$ cat config.mk
export PLATFORM = sky130hd
export DESIGN_NAME = kb_event_scheduler
export DESIGN_NICKNAME = d
export VERILOG_FILES = /design/src/rtl/kb_pkg.sv /design/src/rtl/kb_event_fifo.sv /design/src/rtl/kb_event_scheduler.sv
export SDC_FILE = /design/constraint.sdc
export NUM_CORES = 1
export LEC_CHECK = 0
export ABC_AREA = 1
export CORE_MARGIN = 3
export CORE_UTILIZATION = 52
export DETAILED_ROUTE_END_ITERATION = 8
export GPL_TIMING_DRIVEN = 0
export PLACE_DENSITY = 0.77
export SKIP_CTS_REPAIR_TIMING = 1
export SYNTH_ARGS = -nofsm -noshare
export SYNTH_HDL_FRONTEND = slang
export SYNTH_SLANG_ARGS = --single-unit
$ cat constraint.sdc
create_clock -name clk -period 3.1 [get_ports clk]
set_input_delay 0.465 -clock clk [delete_from_list [all_inputs] [get_ports clk]]
set_output_delay 0.465 -clock clk [all_outputs]
set_load 0.05 [all_outputs]
$ cat src/rtl/kb_pkg.sv
// Shared definitions for the keyboard event scheduler slice.
// Holds arbiter state encodings, the requester tag and the packed event layout:
//   event[11:0] = {alt, ctrl, shift, extended, scan[6:0], released}
package kb_pkg;

  // Field widths of a buffered key event.
  localparam int MODW  = 3;    // alt, ctrl, shift
  localparam int SCANW = 7;    // scancode
  localparam int EVW   = 12;   // full event word
  localparam int ADDRW = 11;   // translator keymap address width

  // Bit offsets inside the event word.
  localparam int REL_OFS  = 0;
  localparam int SCAN_OFS = 1;
  localparam int EXT_OFS  = SCAN_OFS + SCANW;   // 8
  localparam int MOD_OFS  = EXT_OFS + 1;        // 9

  // Default event FIFO depth.
  localparam int DEPTH_DEF = 8;

  typedef enum logic [1:0] {
    IDLE       = 2'd0,
    EV_PRESENT = 2'd1,
    CPU_OWN    = 2'd2
  } state_e;

  // Which requester was granted the keymap most recently.
  typedef enum logic {
    SRV_EV  = 1'b0,
    SRV_CPU = 1'b1
  } served_e;

  // Pack one PS/2 event into the FIFO word layout.
  function automatic logic [EVW-1:0] pack_event(
    input logic             alt,
    input logic             ctrl,
    input logic             shift,
    input logic             ext,
    input logic [SCANW-1:0] scan,
    input logic             rel
  );
    return {alt, ctrl, shift, ext, scan, rel};
  endfunction

endpackage

$ cat src/rtl/kb_event_fifo.sv
// Synchronous FIFO for key events with first-word-fall-through head output.
// Latency: pushed word is visible at the head (and in level_o) the cycle after the push.
// Backpressure: a push while full is dropped (drop_o) unless a pop happens the same cycle.
// Ports:
//   clk, rst               clock, synchronous active-high reset (empties the FIFO)
//   push_i, push_dat_i     write request and word
//   pop_i                  remove the head word (ignored when empty)
//   head_dat_o             current head word, valid whenever empty_o=0
//   empty_o, level_o       occupancy status
//   drop_o                 this cycle's push was discarded because the FIFO stayed full
module kb_event_fifo #(
  parameter int DEPTH = 8,
  parameter int AW    = 3,
  parameter int W     = 12
) (
  input  logic          clk,
  input  logic          rst,
  input  logic          push_i,
  input  logic [W-1:0]  push_dat_i,
  input  logic          pop_i,
  output logic [W-1:0]  head_dat_o,
  output logic          empty_o,
  output logic [AW:0]   level_o,
  output logic          drop_o
);

  localparam logic [AW:0] DEPTH_L = (AW+1)'(DEPTH);

  logic [W-1:0] mem_q [DEPTH];

  // One extra pointer bit distinguishes full from empty; the low AW bits
  // index the storage, so wrapping is modulo DEPTH (DEPTH is a power of 2).
  logic [AW:0] wr_ptr_q, wr_ptr_d;
  logic [AW:0] rd_ptr_q, rd_ptr_d;

  logic full;
  logic pop_ok;
  logic push_ok;

  assign level_o = wr_ptr_q - rd_ptr_q;
  assign empty_o = (level_o == '0);
  assign full    = (level_o == DEPTH_L);

  assign pop_ok  = pop_i && !empty_o;
  // A pop in the same cycle frees the slot the new word needs.
  assign push_ok = push_i && (!full || pop_ok);
  assign drop_o  = push_i && !push_ok;

  assign head_dat_o = mem_q[rd_ptr_q[AW-1:0]];

  always_comb begin
    wr_ptr_d = wr_ptr_q;
    rd_ptr_d = rd_ptr_q;
    if (push_ok) begin
      wr_ptr_d = wr_ptr_q + 1'b1;
    end
    if (pop_ok) begin
      rd_ptr_d = rd_ptr_q + 1'b1;
    end
  end

  always_ff @(posedge clk) begin
    if (rst) begin
      wr_ptr_q <= '0;
      rd_ptr_q <= '0;
    end else begin
      wr_ptr_q <= wr_ptr_d;
      rd_ptr_q <= rd_ptr_d;
    end
  end

  // Storage needs no reset: contents are only observed between the pointers.
  always_ff @(posedge clk) begin
    if (!rst && push_ok) begin
      mem_q[wr_ptr_q[AW-1:0]] <= push_dat_i;
    end
  end

endmodule

$ cat src/rtl/kb_event_scheduler.sv
// Buffers PS/2 key events and arbitrates the translator keymap between key events and CPU accesses.
// Latency: event into empty FIFO in IDLE shows on ev_valid 2 cycles after scan_received; cpu_grant 1 cycle after cpu_req.
// Backpressure: ev_valid/ev_ready handshake holds the event; FIFO absorbs DEPTH events, further ones are dropped and flag overflow.
// Ports:
//   clk, rst                             clock, synchronous active-high reset
//   scan_received, scan, extended,
//   released, *_pressed                  event pulse plus fields, modifiers sampled with the pulse
//   ev_valid, ev_addr, ev_released,
//   ev_ready                             event handshake toward the translator
//   cpu_req, cpu_grant                   CPU keymap ownership request/grant
//   ovf_clear, overflow                  sticky dropped-event flag and its clear
//   level                                FIFO occupancy
module kb_event_scheduler
  import kb_pkg::*;
#(
  parameter int DEPTH = DEPTH_DEF,
  parameter int AW    = 3
) (
  input  logic              clk,
  input  logic              rst,
  input  logic              scan_received,
  input  logic [SCANW-1:0]  scan,
  input  logic              extended,
  input  logic              released,
  input  logic              shift_pressed,
  input  logic              ctrl_pressed,
  input  logic              alt_pressed,
  output logic              ev_valid,
  output logic [ADDRW-1:0]  ev_addr,
  output logic              ev_released,
  input  logic              ev_ready,
  input  logic              cpu_req,
  output logic              cpu_grant,
  input  logic              ovf_clear,
  output logic              overflow,
  output logic [AW:0]       level
);

  logic [EVW-1:0] push_dat;
  logic [EVW-1:0] head_dat;
  logic           fifo_empty;
  logic           fifo_pop;
  logic           fifo_drop;

  state_e              state_q;
  served_e             last_served_q;
  logic                ev_valid_q;
  logic                cpu_grant_q;
  logic [ADDRW-1:0]    ev_addr_q;
  logic                ev_released_q;
  logic                overflow_q;

  assign push_dat = pack_event(alt_pressed, ctrl_pressed, shift_pressed,
                               extended, scan, released);

  // The head is only removed on the accepting edge of a presented event.
  assign fifo_pop = (state_q == EV_PRESENT) && ev_ready;

  kb_event_fifo #(
    .DEPTH (DEPTH),
    .AW    (AW),
    .W     (EVW)
  ) u_fifo (
    .clk        (clk),
    .rst        (rst),
    .push_i     (scan_received),
    .push_dat_i (push_dat),
    .pop_i      (fifo_pop),
    .head_dat_o (head_dat),
    .empty_o    (fifo_empty),
    .level_o    (level),
    .drop_o     (fifo_drop)
  );

  // Sticky overflow: a drop in the same cycle as a clear keeps the flag set.
  always_ff @(posedge clk) begin
    if (rst) begin
      overflow_q <= 1'b0;
    end else if (fifo_drop) begin
      overflow_q <= 1'b1;
    end else if (ovf_clear) begin
      overflow_q <= 1'b0;
    end
  end

  // Arbiter. Outputs are registered and change only on state transitions, so
  // ev_valid and cpu_grant can never be high together: each is only raised
  // from IDLE, where both are low.
  always_ff @(posedge clk) begin
    if (rst) begin
      state_q       <= IDLE;
      last_served_q <= SRV_CPU;
      ev_valid_q    <= 1'b0;
      cpu_grant_q   <= 1'b0;
      ev_addr_q     <= '0;
      ev_released_q <= 1'b0;
    end else begin
      case (state_q)
        IDLE: begin
          // With both requesters pending, the one not served last goes first.
          if (!fifo_empty && (!cpu_req || (last_served_q == SRV_CPU))) begin
            state_q       <= EV_PRESENT;
            ev_valid_q    <= 1'b1;
            ev_addr_q     <= head_dat[EVW-1:SCAN_OFS];
            ev_released_q <= head_dat[REL_OFS];
          end else if (cpu_req) begin
            state_q     <= CPU_OWN;
            cpu_grant_q <= 1'b1;
          end
        end

        EV_PRESENT: begin
          // Event data was latched on entry, so it stays stable while stalled.
          if (ev_ready) begin
            state_q       <= IDLE;
            ev_valid_q    <= 1'b0;
            last_served_q <= SRV_EV;
          end
        end

        CPU_OWN: begin
          if (!cpu_req) begin
            state_q       <= IDLE;
            cpu_grant_q   <= 1'b0;
            last_served_q <= SRV_CPU;
          end
        end

        default: begin
          state_q     <= IDLE;
          ev_valid_q  <= 1'b0;
          cpu_grant_q <= 1'b0;
        end
      endcase
    end
  end

  assign ev_valid    = ev_valid_q;
  assign cpu_grant   = cpu_grant_q;
  assign ev_addr     = ev_addr_q;
  assign ev_released = ev_released_q;
  assign overflow    = overflow_q;

endmodule

==> reports/metrics.csv <==
stage,metric,value,unit
run_status,outcome,"finished, violations left",
run_status,violated checks,negative setup slack,
layout,fin util,66.5,%
critical_path,Critical Path RT,3.33,ns
sta,"Hold Vio Cnt, Final",0,
layout,# diodes,0,
critical_path,CP max stage cell,nor3_2,
floorplanning,initial core utilization,54.0,%
global_routing,GR Overflow Total,0,
synthesis,Post-Syn Area,5040,µm²
sta,period utilization,103,%
cts,CTS tree,done,
pwr,Max VDD drop,0.762,mV
worst_hold_path,HP Class,primary input to register,
global_routing,first-pass GRT wire length,18100,µm
placed_design,routability cong.,0.810,
floorplanning,die area,10900,µm²
synthesis,Synth cell types,28,
detailed_routing,final WL,12100,µm
placed_design,HPWL after DPL,7200,µm
critical_path,CP Capture Type,register,
floorplanning,die height,104,µm
cts,CTS HTree Levels,4,
cts,clock root cell,clkbuf_8,
layout,layout cells sized above 1,10.6,%
cts,Clock Pin Slew Worst Setup and Hold Paths,0.06,ns
detailed_routing,routed via count,3798,
critical_path,CP arrival,3.41,ns
cts,Max clock buf depth,2,
critical_path,Setup crit start kind,register,
run,MaxCap Viol Count,0,
cts,clk sinks,122,
floorplanning,# rows,35,
floorplanning,chip width,104,µm
placed_design,# port buffers,35,
sta,clk_skew,0.00694,ns
pwr,Pleak,2.32,nW
detailed_routing,post-route ant nets,0,
placed_design,dpl ws,-0.341,ns
cts,total CTS buffers,17,
critical_path,CP peak stage delay,0.64,ns
detailed_routing,First-pass DRT Iterations,6,
sta,Final Max Tran Viols,0,
sta,RSZ-0062 raised after global routing,yes,
pwr,PwrDens,941,nW/µm²
synthesis,synth warn,0,
global_routing,initial antenna violation count,0,
detailed_routing,Residual DRC,0,
critical_path,family with the most delay on the worst path,simple AND/OR/NAND/NOR gates,
synthesis,syn nets,501,
global_routing,GRT Total Usage,22.4,%
sta,relative slew slack,43.8,%
synthesis,syn_area_per_cell,10.6,µm²
synthesis,post-synthesis sequential area ratio,67.6,%
synthesis,Syn Inst Count,477,
detailed_routing,wire per inst,17.9,µm
global_routing,vias in the first global route,3454,
sta,final setup fails,36,
critical_path,Worst Path Max Fanout,11,
layout,fin nets,558,
placed_design,post-placement cell count,643,
layout,area grow syn2layout,23.2,%
critical_path,CP Cell Sequence,inv_1 > buf_2 > fa_1 > or2_0 > nor3_1 > nand2_2 > nand3_1 > nor3_2 > buf_6,
sta,Least-Margin Pin Slew,0.842,ns
critical_path,critical path class,register to register,
floorplanning,core area,9330,µm²
pwr,total power,5.84,mW
floorplanning,I/O pins,37,
global_routing,largest net degree at the start of global routing,17,
detailed_routing,vias per cell,5.62,
sta,min cycle time layout,3.19,ns
cts,later-pin clock latency in the skew report,0.52,ns
sta,Setup WS post-layout,-0.0852,ns
sta,fmax,0.314,GHz
layout,Post-Layout Cell Count,676,
detailed_routing,DR iter-0 viols,409,
synthesis,synthesis-stage register bit count,122,
critical_path,WP buf/inv,3,
[registers in the layout, indices dropped and copies added (netlist names)]
| name | cells |
|---|---|
| ev_valid | 1 |
| cpu_grant | 1 |
| u_fifo.rd_ptr_q | 4 |
| last_served_q | 1 |
| state_q | 2 |
| u_fifo.mem_q | 96 |
| ev_addr | 11 |
| ev_released | 1 |
| u_fifo.wr_ptr_q | 4 |
| overflow | 1 |
[cell type report]
type	instances	area (µm²)
tap	129	161
fill	676	3120
clock inverter	12	151
sequential	122	3400
multi-input combinational	298	1430
clock buffer	20	425
inverter	37	139
timing repair buffer	38	385
buffer	20	108
[cells in the mapped netlist, drive strengths merged]
library cell	count	area, µm²
o21ai	30	150
inv	37	139
a211oi	1	7.51
dfxtp	26	521
edfxtp	96	2880
o211ai	1	7.51
nand4	2	12.5
or2	4	25.0
clkbuf	12	55.1
fa	1	20.0
nand3	45	243
buf	8	52.6
nand2	105	402
a31oi	12	75.1
ha	5	62.6
nor2	74	278
a21oi	11	55.1
xor2	2	17.5
nor3b	1	12.5
nor3	4	20.0
[placed cells by master (no fill, tap or decap), types with 2 or more instances in the layout]
cell,count
nand2_1,102
edfxtp_1,96
nor2_1,69
nand3_1,43
inv_1,36
clkdlybuf4s50_1,32
o21ai_0,30
dfxtp_1,26
clkbuf_16,16
clkbuf_1,14
a31oi_1,12
a21oi_1,11
buf_2,6
ha_1,5
buf_6,4
nand2_2,3
nor2_2,3
clkinv_4,3
bufinv_16,3
clkinvlp_4,3
nand4_1,2
nor2_4,2
nor3_2,2
or2_2,2
clkbuf_8,2
xor2_1,2
clkinv_1,2
clkbuf_2,2
[power breakdown]
group	total [mW]	internal, mW	leakage [nW]	switching, mW
logic	1.91	0.583	0.968	1.33
clock network	1.91	1.22	0.270	0.691
registers	2.01	1.93	1.08	0.0835
total	5.84	3.73	2.32	2.11
[layer usage]
metal	GRT usage (%)	wire length (µm)
met1	28.1	4850
met2	36.3	5890
met3	6.52	1110
met4	9.88	225
met5	0	0
[metrics by stage]
step           hold slack, ns  TNS (ns)  instance area [µm²]
2_1_floorplan           0.452     -5.92                 5040
3_5_place_dp            0.460    -22.83                 5590
5_1_grt                 0.401     -9.86                 6200
3_3_place_gp            0.450    -33.99                 5550
4_1_cts                 0.388    -24.80                 6160
6_report                0.383     -1.67                 6200
[cells by family after synthesis]
kind of cell / after synthesis / synth area share (%)
and+or+nand+nor: 235 / 19.7
xor gates and xnor gates: 2 / 0.348
DFF: 122 / 67.6
buffers and inverters: 57 / 4.89
AOI/OAI and AO/OA: 55 / 5.86
adders and majority gates: 6 / 1.64
[path summary, 6_finish.rpt]
path,from,to,slack (ns),cells past startpoint
hold reg to reg,overflow,overflow,0.46,2
hold / removal,rst,u_fifo.wr_ptr_q[3],0.38,2
setup reg to reg,u_fifo.rd_ptr_q[1],u_fifo.mem_q[0][9],-0.09,9
setup / recovery,u_fifo.rd_ptr_q[1],u_fifo.mem_q[0][9],-0.09,9
Power figures use the tool's default switching activity.
